**src/rtl/forex_pkg.sv**
```systemverilog
// Shared types and constants for the edge-update path into the Container.
// Address map, STATUS bit positions and default widths live here.
package forex_pkg;

    localparam int PRED_W_DEF   = 6;
    localparam int WEIGHT_W_DEF = 32;
    localparam int DEPTH_DEF    = 16;

    localparam logic [2:0] ADDR_PAIR   = 3'd0;
    localparam logic [2:0] ADDR_WEIGHT = 3'd1;
    localparam logic [2:0] ADDR_CTRL   = 3'd2;
    localparam logic [2:0] ADDR_STATUS = 3'd3;

    localparam int ST_EMPTY    = 0;
    localparam int ST_FULL     = 1;
    localparam int ST_STAGED   = 2;
    localparam int ST_OVERFLOW = 3;
    localparam int ST_ORPHAN   = 4;
    localparam int ST_SELFLOOP = 5;
    localparam int ST_CNT_LSB  = 8;
    localparam int ST_DROP_LSB = 16;

    typedef struct packed {
        logic [PRED_W_DEF-1:0]   src;
        logic [PRED_W_DEF-1:0]   dst;
        logic [WEIGHT_W_DEF-1:0] e;
    } edge_update_t;

endpackage

```
**src/rtl/edge_update_queue_if.sv**
```systemverilog
// Avalon-MM slave bus plus the valid/ready update stream to the Container.
interface edge_update_queue_if #(
    parameter int PRED_W   = 6,
    parameter int WEIGHT_W = 32,
    parameter int DEPTH    = 16
);
    localparam int CW = $clog2(DEPTH) + 1;

    logic                chipselect;
    logic                write;
    logic                read;
    logic [2:0]          address;
    logic [31:0]         writedata;
    logic [31:0]         readdata;
    logic                upd_valid;
    logic                upd_ready;
    logic [PRED_W-1:0]   upd_src;
    logic [PRED_W-1:0]   upd_dst;
    logic [WEIGHT_W-1:0] upd_e;
    logic [CW-1:0]       q_count;

    modport slave (
        input  chipselect, write, read, address, writedata, upd_ready,
        output readdata, upd_valid, upd_src, upd_dst, upd_e, q_count
    );

    modport master (
        output chipselect, write, read, address, writedata, upd_ready,
        input  readdata, upd_valid, upd_src, upd_dst, upd_e, q_count
    );

endinterface

```
**src/rtl/edge_update_queue_fifo.sv**
```systemverilog
// Generic show-ahead FIFO with registered head/valid, push/pop/flush and count.
module sync_fifo #(
    parameter int WIDTH = 8,
    parameter int DEPTH = 16,
    localparam int AW = $clog2(DEPTH),
    localparam int CW = AW + 1
) (
    input  logic             clk,
    input  logic             reset,
    input  logic             i_push,
    input  logic             i_pop,
    input  logic             i_flush,
    input  logic [WIDTH-1:0] i_data,
    output logic [WIDTH-1:0] o_data,
    output logic             o_valid,
    output logic [CW-1:0]    o_count
);
    logic [WIDTH-1:0] r_mem [DEPTH];
    logic [AW-1:0]    r_rd, r_wr;
    logic [CW-1:0]    r_count;
    logic [WIDTH-1:0] r_head;
    logic             r_valid;

    logic             w_pop, w_push, w_fwd;
    logic [AW-1:0]    w_rd_n;
    logic [CW-1:0]    w_left, w_cnt_n;
    logic [WIDTH-1:0] w_head_n;

    assign w_pop  = i_pop && (r_count != '0);
    assign w_push = i_push && !i_flush &&
                    ((r_count != CW'(DEPTH)) || w_pop);

    always_comb begin
        w_rd_n   = r_rd + AW'(w_pop);
        w_left   = r_count - CW'(w_pop);
        w_cnt_n  = w_left + CW'(w_push);
        // new entry becomes head when nothing older survives the pop
        w_fwd    = w_push && (w_left == '0);
        w_head_n = w_fwd ? i_data : r_mem[w_rd_n];
        if (i_flush) w_cnt_n = '0;
    end

    always_ff @(posedge clk) begin
        if (w_push) r_mem[r_wr] <= i_data;
    end

    always_ff @(posedge clk or posedge reset) begin
        if (reset) begin
            r_rd    <= '0;
            r_wr    <= '0;
            r_count <= '0;
            r_head  <= '0;
            r_valid <= 1'b0;
        end else if (i_flush) begin
            r_rd    <= '0;
            r_wr    <= '0;
            r_count <= '0;
            r_valid <= 1'b0;
        end else begin
            r_rd    <= w_rd_n;
            r_wr    <= r_wr + AW'(w_push);
            r_count <= w_cnt_n;
            r_valid <= (w_cnt_n != '0);
            if (w_push || w_pop) r_head <= w_head_n;
        end
    end

    assign o_data  = r_head;
    assign o_valid = r_valid;
    assign o_count = r_count;

endmodule

```
**src/rtl/edge_update_queue.sv**
```systemverilog
// Avalon-fed edge-update queue: stages a vertex pair, commits it with a weight.
// Build option: define EDGE_Q_DROP_CNT_EN for a saturating rejected-write counter.
module edge_update_queue
    import forex_pkg::*;
#(
    parameter int PRED_W   = PRED_W_DEF,
    parameter int WEIGHT_W = WEIGHT_W_DEF,
    parameter int DEPTH    = DEPTH_DEF
) (
    input logic          clk,
    input logic          reset,
    edge_update_queue_if.slave bus
);
    localparam int CW = $clog2(DEPTH) + 1;
    localparam int EW = 2 * PRED_W + WEIGHT_W;

    logic [PRED_W-1:0] r_src, r_dst;
    logic              r_staged;
    logic              r_ovf, r_orph, r_self;
    logic [31:0]       r_rdata;

    logic          w_wr, w_rd;
    logic          w_pair, w_weight, w_ctrl;
    logic          w_flush, w_clr;
    logic          w_valid, w_pop, w_space, w_push, w_reject;
    logic [CW-1:0] w_count;
    logic [EW-1:0] w_din, w_head;
    logic [15:0]   w_drop;
    logic [31:0]   w_status;

    assign w_wr     = bus.chipselect & bus.write;
    assign w_rd     = bus.chipselect & bus.read;
    assign w_pair   = w_wr && (bus.address == ADDR_PAIR);
    assign w_weight = w_wr && (bus.address == ADDR_WEIGHT);
    assign w_ctrl   = w_wr && (bus.address == ADDR_CTRL);
    assign w_flush  = w_ctrl & bus.writedata[0];
    assign w_clr    = w_ctrl & bus.writedata[1];

    assign w_pop    = w_valid & bus.upd_ready;
    assign w_space  = (w_count != CW'(DEPTH)) || w_pop;
    assign w_push   = w_weight & r_staged & (r_src != r_dst) & w_space;
    assign w_reject = w_weight & ~w_push;
    assign w_din    = {r_src, r_dst, bus.writedata[WEIGHT_W-1:0]};

    always_ff @(posedge clk or posedge reset) begin
        if (reset) begin
            r_src    <= '0;
            r_dst    <= '0;
            r_staged <= 1'b0;
        end else if (w_pair) begin
            r_src    <= bus.writedata[2*PRED_W-1:PRED_W];
            r_dst    <= bus.writedata[PRED_W-1:0];
            r_staged <= 1'b1;
        end else if (w_weight || w_flush) begin
            r_staged <= 1'b0;
        end
    end

    always_ff @(posedge clk or posedge reset) begin
        if (reset) begin
            r_ovf  <= 1'b0;
            r_orph <= 1'b0;
            r_self <= 1'b0;
        end else if (w_clr) begin
            r_ovf  <= 1'b0;
            r_orph <= 1'b0;
            r_self <= 1'b0;
        end else if (w_weight) begin
            if (!r_staged)           r_orph <= 1'b1;
            else if (r_src == r_dst) r_self <= 1'b1;
            else if (!w_space)       r_ovf  <= 1'b1;
        end
    end

`ifdef EDGE_Q_DROP_CNT_EN
    logic [15:0] r_drop;

    always_ff @(posedge clk or posedge reset) begin
        if (reset)
            r_drop <= '0;
        else if (w_clr)
            r_drop <= '0;
        else if (w_reject && (r_drop != 16'hFFFF))
            r_drop <= r_drop + 16'd1;
    end

    assign w_drop = r_drop;
`else
    assign w_drop = '0;
`endif

    always_comb begin
        w_status                          = '0;
        w_status[ST_EMPTY]                = (w_count == '0);
        w_status[ST_FULL]                 = (w_count == CW'(DEPTH));
        w_status[ST_STAGED]               = r_staged;
        w_status[ST_OVERFLOW]             = r_ovf;
        w_status[ST_ORPHAN]               = r_orph;
        w_status[ST_SELFLOOP]             = r_self;
        w_status[ST_CNT_LSB +: 8]         = 8'(w_count);
        w_status[ST_DROP_LSB +: 16]       = w_drop;
    end

    always_ff @(posedge clk or posedge reset) begin
        if (reset)
            r_rdata <= '0;
        else if (w_rd)
            r_rdata <= (bus.address == ADDR_STATUS) ? w_status : '0;
    end

    sync_fifo #(
        .WIDTH (EW),
        .DEPTH (DEPTH)
    ) u_fifo (
        .clk     (clk),
        .reset   (reset),
        .i_push  (w_push),
        .i_pop   (w_pop),
        .i_flush (w_flush),
        .i_data  (w_din),
        .o_data  (w_head),
        .o_valid (w_valid),
        .o_count (w_count)
    );

    assign bus.readdata  = r_rdata;
    assign bus.upd_valid = w_valid;
    assign bus.upd_src   = w_head[EW-1 -: PRED_W];
    assign bus.upd_dst   = w_head[WEIGHT_W +: PRED_W];
    assign bus.upd_e     = w_head[WEIGHT_W-1:0];
    assign bus.q_count   = w_count;

endmodule

```
**src/flat_wrapper.sv**
```systemverilog
// flat-port wrapper written by rule: the top's interface ports become plain ports
module edge_update_queue_flat import forex_pkg::*;
#(
    parameter int PRED_W   = PRED_W_DEF,
    parameter int WEIGHT_W = WEIGHT_W_DEF,
    parameter int DEPTH    = DEPTH_DEF
)
  (clk, reset, bus_chipselect, bus_write, bus_read, bus_address, bus_writedata, bus_upd_ready, bus_readdata, bus_upd_valid, bus_upd_src, bus_upd_dst, bus_upd_e, bus_q_count);
  edge_update_queue_if #(.PRED_W(PRED_W), .WEIGHT_W(WEIGHT_W), .DEPTH(DEPTH)) bus_i ();
  input logic clk;
  input logic reset;
  input wire logic [$bits(bus_i.chipselect)-1:0] bus_chipselect;
  input wire logic [$bits(bus_i.write)-1:0] bus_write;
  input wire logic [$bits(bus_i.read)-1:0] bus_read;
  input wire logic [$bits(bus_i.address)-1:0] bus_address;
  input wire logic [$bits(bus_i.writedata)-1:0] bus_writedata;
  input wire logic [$bits(bus_i.upd_ready)-1:0] bus_upd_ready;
  output wire logic [$bits(bus_i.readdata)-1:0] bus_readdata;
  output wire logic [$bits(bus_i.upd_valid)-1:0] bus_upd_valid;
  output wire logic [$bits(bus_i.upd_src)-1:0] bus_upd_src;
  output wire logic [$bits(bus_i.upd_dst)-1:0] bus_upd_dst;
  output wire logic [$bits(bus_i.upd_e)-1:0] bus_upd_e;
  output wire logic [$bits(bus_i.q_count)-1:0] bus_q_count;
  assign bus_i.chipselect = bus_chipselect;
  assign bus_i.write = bus_write;
  assign bus_i.read = bus_read;
  assign bus_i.address = bus_address;
  assign bus_i.writedata = bus_writedata;
  assign bus_i.upd_ready = bus_upd_ready;
  assign bus_readdata = bus_i.readdata;
  assign bus_upd_valid = bus_i.upd_valid;
  assign bus_upd_src = bus_i.upd_src;
  assign bus_upd_dst = bus_i.upd_dst;
  assign bus_upd_e = bus_i.upd_e;
  assign bus_q_count = bus_i.q_count;
  edge_update_queue #(.PRED_W(PRED_W), .WEIGHT_W(WEIGHT_W), .DEPTH(DEPTH)) u_core (.clk(clk), .reset(reset), .bus(bus_i));
endmodule
```
**config.mk**
```make
export PLATFORM = sky130hd
export DESIGN_NAME = edge_update_queue_flat
export DESIGN_NICKNAME = d
export VERILOG_FILES = /design/src/rtl/forex_pkg.sv /design/src/rtl/edge_update_queue_if.sv /design/src/rtl/edge_update_queue_fifo.sv /design/src/rtl/edge_update_queue.sv /design/src/flat_wrapper.sv
export SDC_FILE = /design/constraint.sdc
export NUM_CORES = 1
export LEC_CHECK = 0
export CAP_MARGIN = 20
export CORE_MARGIN = 1.5
export CORE_UTILIZATION = 30
export DETAILED_ROUTE_END_ITERATION = 8
export GPL_TIMING_DRIVEN = 0
export PLACE_DENSITY = 0.46
export SYNTH_ARGS = -nofsm -noshare
export SYNTH_HDL_FRONTEND = slang
export SYNTH_SLANG_ARGS = --single-unit
```
**constraint.sdc**
```tcl
create_clock -name clk -period 12.2 [get_ports clk]
set_clock_uncertainty 0.2 [all_clocks]
set_input_delay 2.44 -clock clk [delete_from_list [all_inputs] [get_ports clk]]
set_output_delay 2.44 -clock clk [all_outputs]
set_load 0.01 [all_outputs]
```
# Word-level counts from Yosys, hierarchy flattened
# Memory sizes are Yosys's and may differ from the RTL's.
# Cells that the tools add are included.
# Widths: inputs -> output; s select.
word_totals:
  regBits: 106
  ramBits: 704
  input_bits: 41
  out_inout_bits: 82
  word_cells: 84
  n_memories: 1
classes:
  addsub: 4
  eq_ne: 10
  muxes: 23
  bitwise_logic: 9
  reduce_logical: 25
memory_table:
  columns: ["name", "words", "word_bits", "rd", "rd_clocked_by_memory_dff", "write_ports", "line", "text"]
  rows:
  - ["u_core.u_fifo.r_mem", 16, 44, 1, 0, 1, "edge_update_queue_fifo.sv:18", "logic [WIDTH-1:0] r_mem [DEPTH];"]
ops:
  columns: ["operator", "n"]
  rows:
  - ["$mux 44", 1]
  - ["$mux 1", 17]
  - ["$mux 13", 1]
  - ["$logic_not 5->1", 2]
  - ["$mux 5", 2]
  - ["$reduce_bool 5->1", 2]
  - ["$add 4x1->4", 2]
  - ["$and 1x1->1", 8]
  - ["$mux 4", 2]
  - ["$reduce_bool 2->1", 4]
  - ["$logic_and 1x1->1", 7]
  - ["$eq 3x2->1 const B", 2]
  - ["$eq 6x6->1", 1]
  - ["$ne 6x6->1", 1]
  - ["$add 5x1->5", 1]
  - ["$eq 5x5->1 const B", 1]
  - ["$ne 5x5->1 const B", 1]
  - ["$sub 5x1->5", 1]
  - ["$logic_or 1x1->1", 4]
  - ["$ne 2x1->1 const B", 2]
  - ["$reduce_and 2->1", 2]
  - ["$reduce_and 4->1", 1]
  - ["$eq 3x1->1 const B", 1]
  - ["$logic_not 3->1", 1]
  - ["other kinds (4)", 4]

# Longest topological paths before layout
# Gate-level depths: netlist of the first run.
depth:
  ltp_word: 11
  mapped_depth: 12
  mapped_depth_nobuf: 12

# By module
# A second synthesis of the first run with hierarchy kept.
unflattened:
  cells_unflattened: 1517
  area_unflattened_um2: 30907.1
by_module_without_submodules:
  columns: ["module", "n_inst", "cells_each", "area_each_um2", "seq_area_each_um2"]
  rows:
  - ["sync_fifo", 1, 1406, 29583.4, 22591.7]
  - ["edge_update_queue", 1, 111, 1323.8, 675.6]

# Worst setup path before layout of the first run
# No wires, ideal clock.
synth_path:
  kind: "input to register"
  start: "in bus_address[2]"
  end: "mem u_core.u_fifo.r_mem[6][0] in the netlist's numbering, enable pin"
  setup_time_ps: 500
  arrival_time_ps: 6302
  required_ps: 11500
  setup_slack_ps: 5198
  stages: 6
  n_path_buf: 1
  path_cell_list: "and4bb_1 -> a32oi_1 -> o211a_1 -> buf_6 -> nand3_1 -> nor3_1"
synth_between:
  elab_chain_len: 9
  word_cells_on_any_way: 13
  cone_classes: "eq/ne (2); mux (2); bitwise (4); reduce/logical (5)"
synth_lines:
  columns: ["element", "line", "text"]
  rows:
  - ["from (decl)", "flat_wrapper.sv:15", "input wire logic [$bits(bus_i.address)-1:0] bus_address;"]
  - ["$eq 3x1->1", "edge_update_queue.sv:34", "assign w_weight = w_wr && (bus.address == ADDR_WEIGHT);"]
  - ["$logic_and 1x1->1", "edge_update_queue.sv:34", null]
  - ["$and 1x1->1 (3 in series)", "edge_update_queue.sv:41", "assign w_push = w_weight & r_staged & (r_src != r_dst) & w_space;"]
  - ["$logic_and 1x1->1 * (2 in series)", "edge_update_queue_fifo.sv:30", "assign w_push = i_push && !i_flush &&"]
  - ["$mux 1 *", "edge_update_queue_fifo.sv:44", "if (w_push) r_mem[r_wr] <= i_data;"]
  - ["$mux 1 (not written as such) *", "edge_update_queue_fifo.sv:44", null]
  - ["to (decl)", "edge_update_queue_fifo.sv:18", null]
# Every way passes the cells marked *; elsewhere a longest branch is shown, timed or not.

# Final worst setup path of the first run
layout_path:
  start: "in bus_upd_ready"
  end: "reg u_core.u_fifo.r_head[0] (netlist: u_core.u_fifo.o_data[0])"
layout_between:
  elab_chain_len: 7
  word_cells_on_any_way: 15
  cone_classes: "add/sub (2); mux (1); bitwise (2); reduce/logical (9); memory (1)"
layout_lines:
  columns: ["element", "line", "text"]
  rows:
  - ["from (decl)", "flat_wrapper.sv:17", "input wire logic [$bits(bus_i.upd_ready)-1:0] bus_upd_ready;"]
  - ["$and 1x1->1 *", "edge_update_queue.sv:39", "assign w_pop = w_valid & bus.upd_ready;"]
  - ["parallel branches: the longest is 6 deep, another holds $mem_v2 16x44", null, null]
  - ["to (signal assigned)", "edge_update_queue_fifo.sv:64", "if (w_push || w_pop) r_head <= w_head_n;"]
  - ["to (decl)", "edge_update_queue_fifo.sv:21", "logic [WIDTH-1:0] r_head;"]
# Mark *: on every way between the ends.
# A chain may end at the register's enable or synchronous reset.

==> metrics.md, run 1 <==
| Metric | Value |
|---|---|
| Placer Congestion | `0.716` |
| Setup_tns | `0 ns` |
| DRT Pass-1 Iters | `5` |
| CTS Hold Bufs | `0` |
| Clock transition at the registers of the reported paths | `0.06 ns` |
| RSZ-0062 raised after global routing | `no` |
| Mapped Cells | `1647` |
| Fraction of layout cells with a size suffix above 1 | `23.0%` |
| Post-synthesis register bit count | `789` |
| DR WL/cell | `25.0 µm` |
| Synth unique cells | `45` |
| Leak pwr | `12.4 nW` |
| DP HPWL | `54400 µm` |
| Global-route usage over all layers | `16.2%` |
| Yosys top cell area share | `68.6%` |
| Switching share of power | `33.6%` |
| Number of port buffers | `101` |
| Final Critical Period | `6.11 ns` |
| Core area | `102000 µm²` |
| Worst min path class | `reg2reg` |
| Die height | `324 µm` |
| ANT nets after route | `0` |
| DIE AREA | `105000 µm²` |
| Asr flop ratio synth | `10.8%` |
| Clock power frac | `28.4%` |
| Sequential fraction of the synthesis area | `75.5%` |
| Fin crit share | `50.1%` |
| Hold Path Depth | `1` |
| Synthesis-to-finish area growth | `21.3%` |
| Clk sinks | `789` |
| CTS Buffer Depth | `3` |
| Max-slew headroom | `26.3%` |
| Worst-margin pin slew | `1.10 ns` |
| Status | `finished clean` |
| Total Power | `9.34 mW` |
| Grt total ovfl | `0` |
| Ranking of synthesized cells by area | `edfxtp_1 69%, mux4_2 13%, dfrtp_1 6.9%, nand2_1 2.8%, nand3_1 1.4%` |
| Hold endpoint | `u_core.bus.readdata[3]` |
| Cts bufs inserted | `84` |
| CTS resizes | `0` |
| Vias/cell | `4.83` |
| Hold Violations, Final | `0` |
| Initial antenna violation count | `0` |
| Post-Syn Area | `30800 µm²` |
| Register share of total power | `34.9%` |
| NetSw | `3.14 mW` |
| Initial Util | `30.2%` |
| Routed wire length | `83600 µm` |
| Critical path fanouts, max | `10` |
| # fillers | `9521` |
| Crit path kind | `in2reg` |
| Vias in the first global route | `17224` |
| Final core occ | `36.7%` |
| Startpoint types | `input pin` |
| FF-to-FF path depth | `10` |
| R2R setup slack | `7.68 ns` |
| Pwr dens | `250 nW/µm²` |
| Number of setup violations in the final report | `0` |
| Clk_lat worst skew | `0.65 ns` |
| Combinational power share | `36.7%` |
| Yosys warns | `0` |
| Detailed Route Iter0 Violations | `1318` |
| Clock root buffer | `clkbuf_16` |
| DR vias | `16134` |
| Int Pwr | `6.20 mW` |
| Post-synth EDFFs | `704` |
| CTS tree | `done` |
| Post-CTS setup buffer count | `0` |
| Max VDD drop | `0.119 mV` |
| Max Clk Rate | `164 MHz` |
| Critical Path RT | `12.52 ns` |
| Main synth FF type | `edfxtp_1` |
| H-tree depth | `3` |
| Die Span X | `324 µm` |
| Pins Over Slew Limit | `0` |
| # IOs | `123` |
| N_diodes | `0` |
| Crit path DAT | `6.42 ns` |
| Syn_area_per_cell | `18.7 µm²` |
| Max_cap viols | `0` |
| Num rows | `117` |
| R2r endpoint | `u_core.u_fifo.o_data[0]` |
| First-pass GRT wire length | `121000 µm` |
| Area leader, netlist | `edfxtp_1` |
| Final Net Count | `1954` |
| Worst hold start | `u_core.r_ovf` |
| Largest net degree at the start of global routing | `53` |
| DRC viols | `0` |
| Critical register-to-register path startpoint | `u_core.u_fifo.o_count[1]` |
| CP Capture Type | `flop` |
## cells by family (layout without fill, tap and decap cells)
| family | after synthesis | after routing | share of synthesized area, % |
|---|---|---|---|
| other | 1 | 21 | 0.0122 |
| AO/OA/AOI/OAI | 82 | 82 | 1.73 |
| buffers and inverters | 116 | 424 | 2.07 |
| XOR/XNOR | 16 | 16 | 0.455 |
| adder cells (fa/ha/maj) | 8 | 8 | 0.325 |
| AND/OR/NAND/NOR | 447 | 447 | 6.61 |
| flip-flops | 789 | 789 | 75.5 |
| multiplexers | 188 | 188 | 13.3 |
## flip-flops by register name, indices dropped and copies added (netlist names)
signal / flops
u_core.u_fifo.o_count: 5
u_core.u_fifo.r_rd: 4
u_core.r_src: 6
u_core.u_fifo.o_valid: 1
u_core.r_orph: 1
u_core.r_self: 1
u_core.r_dst: 6
u_core.u_fifo.r_mem: 704
u_core.u_fifo.o_data: 44
u_core.bus.readdata: 11
u_core.r_staged: 1
u_core.u_fifo.r_wr: 4
u_core.r_ovf: 1
## layout by cell type, fill, tap and decap left out, types with 16 or more instances in the layout
| master | n |
|---|---|
| a31oi_1 | 35 |
| nor2_1 | 49 |
| clkdlybuf4s50_1 | 101 |
| clkbuf_1 | 50 |
| mux4_2 | 176 |
| nand3b_1 | 38 |
| clkinv_1 | 16 |
| nand2_1 | 232 |
| buf_12 | 22 |
| edfxtp_1 | 704 |
| buf_6 | 24 |
| buf_4 | 35 |
| dfrtp_1 | 85 |
| clkbuf_16 | 85 |
| conb_1 | 21 |
| nand3_1 | 85 |
| buf_2 | 36 |
## Yosys cell counts (11+ instances only)
master and number:
o21ai_0 11, a31oi_1 35, nand3b_1 38, nor2_1 61, mux4_2 176, dfrtp_1 85
nand2_1 232, buf_4 30, mux2_2 12, buf_2 35, nand3_1 85, edfxtp_1 704
clkbuf_1 31
## layout make-up
type	instances	area, µm²	area share, %
multi-input cells	762	7100	19.0
clock buffers	107	2240	5.99
flip-flops and latches	789	23300	62.2
clock inverters	49	627	1.68
inverters	7	31.3	0.0837
repair buffers	152	1810	4.84
well taps	1368	1710	4.58
plain buffers	109	611	1.63
## metrics by stage
stage | instances | setup WS, ns | hold slack [ns] | instance area, µm²
after floorplan | 1667 | 5.20 | 0.263 | 30900
after global placement | 3136 | 0.105 | 0.277 | 33600
after detailed placement | 3185 | 5.32 | 0.287 | 34500
after CTS | 3341 | 6.01 | 0.307 | 37400
after global routing | 3343 | 5.92 | 0.328 | 37400
final | 3343 | 6.09 | 0.301 | 37400
## critical path: stages
cell             delay (ns)
clkdlybuf4s50_1        0.48
nand2_1                0.05
a21oi_1                0.50
ha_1                   0.29
nand3_1                0.10
xor2_1                 0.86
clkbuf_1               0.67
clkbuf_1               0.52
nand3_1                0.23
nand3_1                0.17
a31oi_1                0.09
## power groups by stage
stage	registers, mW	clock network [mW]	logic [mW]
floorplan	3.28	0	2.26
global placement	3.31	0	3.47
detailed placement	3.32	0	3.50
CTS	3.26	2.72	3.52
global route	3.27	2.82	3.73
finish	3.26	2.66	3.43
## routing by layer
metal | vias to the layer above | routed length [µm] | global-route usage (%)
met2 | 411 | 42700 | 28.3
met4 | 0 | 1850 | 4.65
li1 | 7000 | - | -
met5 | - | 0 | 0
met1 | 8609 | 35300 | 20.8
met3 | 114 | 3690 | 2.26
## how the worst max path moves through the flow
stage / startpoint / endpoint / depth (start not counted)
4_1_cts: bus_upd_ready / u_core.u_fifo.o_data[0] / 11
2_1_floorplan: bus_address[2] / u_core.u_fifo.r_mem[6][0] / 6
5_1_grt: bus_upd_ready / u_core.u_fifo.o_data[0] / 11
6_report: bus_upd_ready / u_core.u_fifo.o_data[0] / 11
3_5_place_dp: bus_upd_ready / u_core.u_fifo.o_data[0] / 11
3_3_place_gp: bus_writedata[0] / u_core.u_fifo.r_mem[4][18] / 6
No activity file was read; power rests on OpenSTA's default activity.
==> inputs of run 2 (changes only) <==
--- a/config.mk
+++ b/config.mk
@@ -10,7 +10,7 @@
 export CORE_UTILIZATION = 30
 export DETAILED_ROUTE_END_ITERATION = 8
 export GPL_TIMING_DRIVEN = 0
-export PLACE_DENSITY = 0.46
+export PLACE_DENSITY = 0.48
 export SYNTH_ARGS = -nofsm -noshare
 export SYNTH_HDL_FRONTEND = slang
 export SYNTH_SLANG_ARGS = --single-unit
==> constraint.sdc (replaced) <==
create_clock -name clk -period 5.1 [get_ports clk]
set_clock_uncertainty 0.2 [all_clocks]
set_input_delay 1.02 -clock clk [delete_from_list [all_inputs] [get_ports clk]]
set_output_delay 1.02 -clock clk [all_outputs]
set_load 0.01 [all_outputs]
==> run 2 against run 1 <==
Clock-buffer cell count up 11. Critical path type unchanged. Die area unchanged. Cell count down 0.48%. Non-clock buffer count down 12. Wire length down 2.1%. Flip-flop and latch count unchanged. Total power up 140%. Sequential share of layout area up 0.15 points. Critical path depth unchanged. First-iteration DRC count down 8.0%. Global-route usage down 0.35 points. Core utilization down 0.089 points.
==> metrics.md, run 2 (synthesized netlist as in run 1, its figures left out) <==
| Metric | Value |
|---|---|
| H-tree depth | `3 (unchanged)` |
| Status | `finished clean` |
| Worst path max stage delay | `0.74 ns (-0.12 ns)` |
| # IOs | `123 (unchanged)` |
| Number of port buffers | `101 (unchanged)` |
| Max FFs per register | `704 (unchanged)` |
| Place WS | `-0.363 ns (-5.69 ns)` |
| RSZ-0062 raised after global routing | `no` |
| Initial antenna violation count | `0 (unchanged)` |
| Hold endpoint | `u_core.bus.readdata[0]` |
| N_diodes | `0 (unchanged)` |
| Number of setup violations in the final report | `0 (unchanged)` |
| Vias/cell | `4.80 (-0.62%)` |
| Max VDD drop | `0.334 mV (+180%)` |
| Detailed Route Iter0 Violations | `1213 (-8.0%)` |
| Vias in the first global route | `17119 (-0.61%)` |
| Critical Path RT | `5.40 ns (-7.12 ns)` |
| Final Net Count | `1942 (-0.61%)` |
| Slowest cell on crit path | `xor2_1` |
| Clk_lat worst skew | `0.64 ns (about the same)` |
| Pwr dens | `590 nW/µm² (+140%)` |
| Most frequent cells in the layout | `704 x edfxtp_1, 232 x nand2_1, 176 x mux4_2` |
| CTS resizes | `0 (unchanged)` |
| First-pass GRT wire length | `119000 µm (-1.5%)` |
| Hold Violations, Final | `0 (unchanged)` |
| Leak pwr | `12.3 nW (-0.80%)` |
| Initial Util | `30.2% (unchanged)` |
| Worst-path cell chain | `clkdlybuf4s50_1 > nand2_1 > a21oi_1 > ha_1 > nand3_1 > xor2_1 > clkbuf_1 > clkbuf_1 > nand3_1 > o21ai_0 > o21ai_1` |
| Worst min path class | `reg2reg` |
| DIE AREA | `105000 µm² (unchanged)` |
| Placed cells | `3174 (-0.35%)` |
| Synthesis-to-finish area growth | `21.1%` |
| Commonest non-fill, non-tap cell in the layout | `edfxtp_1` |
| R2r endpoint | `u_core.u_fifo.o_data[34]` |
| Critical path fanouts, max | `10 (unchanged)` |
| Num rows | `117 (unchanged)` |
| Grt total ovfl | `0 (unchanged)` |
| Clock transition at the registers of the reported paths | `0.06 ns (about the same)` |
| Worst-margin pin slew | `1.05 ns (-0.0526 ns)` |
| Core area | `102000 µm² (unchanged)` |
| Routed wire length | `81900 µm (-2.1%)` |
| # fillers | `9543 (+0.23%)` |
| Final Critical Period | `4.76 ns` |
| Global-route usage over all layers | `15.8% (-0.35 points)` |
| Max_cap viols | `0 (unchanged)` |
| CTS Buffer Depth | `3 (unchanged)` |
| DR WL/cell | `24.6 µm (-1.6%)` |
| Fin cells | `3327 (-0.48%)` |
| CP bufs+invs | `3 (unchanged)` |
| Clock root buffer | `clkbuf_16` |
| Crit path DAT | `5.05 ns (-1.37 ns)` |
| Worst hold start | `u_core.bus.readdata[0]` |
| CTS tree | `done` |
| Max Clk Rate | `210 MHz` |
| Die height | `324 µm (unchanged)` |
| Cts bufs inserted | `84 (unchanged)` |
| Post-CTS setup buffer count | `0 (unchanged)` |
| ANT nets after route | `0 (unchanged)` |
| R2R setup slack | `0.56 ns (-7.12 ns)` |
| DRT Pass-1 Iters | `5 (unchanged)` |
| Fraction of layout cells with a size suffix above 1 | `22.5% (-0.53 points)` |
| Fin crit share | `93.3%` |
| Largest net degree at the start of global routing | `49 (-7.5%)` |
| Hold Path Depth | `2 (+1)` |
| FF-to-FF path depth | `10 (unchanged)` |
| DRC viols | `0 (unchanged)` |
| CP Capture Type | `flop` |
| Biggest register | `u_core.u_fifo.r_mem` |
| Setup WS post-layout | `0.342 ns (-5.75 ns)` |
| CP delay by family, top | `buffers and inverters` |
| Critical register-to-register path startpoint | `u_core.u_fifo.o_count[0]` |
| Clk sinks | `789 (unchanged)` |
| Startpoint types | `input pin` |
| Max-slew headroom | `30.1% (+3.8 points)` |
| Pins Over Slew Limit | `0 (unchanged)` |
| DR vias | `15958 (-1.1%)` |
| Placer Congestion | `0.739 (+3.2%)` |
| CTS Hold Bufs | `0 (unchanged)` |
| Crit path kind | `in2reg` |
| Die Span X | `324 µm (unchanged)` |
| DP HPWL | `52900 µm (-2.8%)` |
-- run 2: layout make-up --
| class | count | area (µm²) | share of cell area [%] |
|---|---|---|---|
| plain buffers | 109 | 611 | 1.64 |
| clock buffers | 118 | 2390 | 6.42 |
| clock inverters | 34 | 338 | 0.906 |
| inverters | 7 | 31.3 | 0.0839 |
| multi-input cells | 762 | 7120 | 19.1 |
| flip-flops and latches | 789 | 23300 | 62.4 |
| well taps | 1368 | 1710 | 4.59 |
| repair buffers | 140 | 1830 | 4.90 |
-- run 2: layer usage --
| metal | up-vias | share of wire (%) | track usage, % |
|---|---|---|---|
| met5 | - | 0 | 0 |
| met4 | 0 | 1.9 | 4.35 |
| met3 | 111 | 4.4 | 2.16 |
| met2 | 446 | 52 | 28.0 |
| met1 | 8429 | 42 | 20.3 |
| li1 | 6972 | - | - |
-- run 2: how the worst max path moves through the flow --
| stage | from | end | slack (ns) | cells after the start |
|---|---|---|---|---|
| 2_1_floorplan | bus_address[2] | u_core.u_fifo.r_mem[7][0] | 0.69 | 6 |
| 3_3_place_gp | bus_writedata[0] | u_core.u_fifo.r_mem[10][14] | -2.93 | 6 |
| 3_5_place_dp | bus_upd_ready | u_core.u_fifo.o_data[34] | -0.36 | 11 |
| 4_1_cts | bus_upd_ready | u_core.u_fifo.o_data[34] | 0.30 | 11 |
| 5_1_grt | bus_upd_ready | u_core.u_fifo.o_data[34] | 0.11 | 11 |
| 6_report | bus_upd_ready | u_core.u_fifo.o_data[34] | 0.34 | 11 |
-- run 2: worst min-delay path: stages, from the launching register on --
cell     delay [ns]
dfrtp_1        0.35
nand2_1        0.05
o21ai_0        0.06
-- run 2: stage by stage --
stage / setup TNS, ns / util [%] / instance area, µm² / total power, mW / hold WS, ns
2_1_floorplan: 0 / - / 30900 / 13.3 / 0.263
5_1_grt: 0 / 36.6 / 37300 / 23.2 / 0.313
3_3_place_gp: -1880.25 / 33.0 / 33600 / 16.2 / 0.279
4_1_cts: 0 / 36.6 / 37300 / 22.4 / 0.306
3_5_place_dp: -3.03 / 33.9 / 34600 / 16.3 / 0.290
6_report: 0 / 36.6 / 37300 / 22.0 / 0.295
-- run 2: report_power, final --
part	switching, mW	internal [mW]	leakage [nW]
Clock	2.47	3.57	1.34
Sequential	0.381	7.41	7.36
Combinational	4.54	3.64	3.59
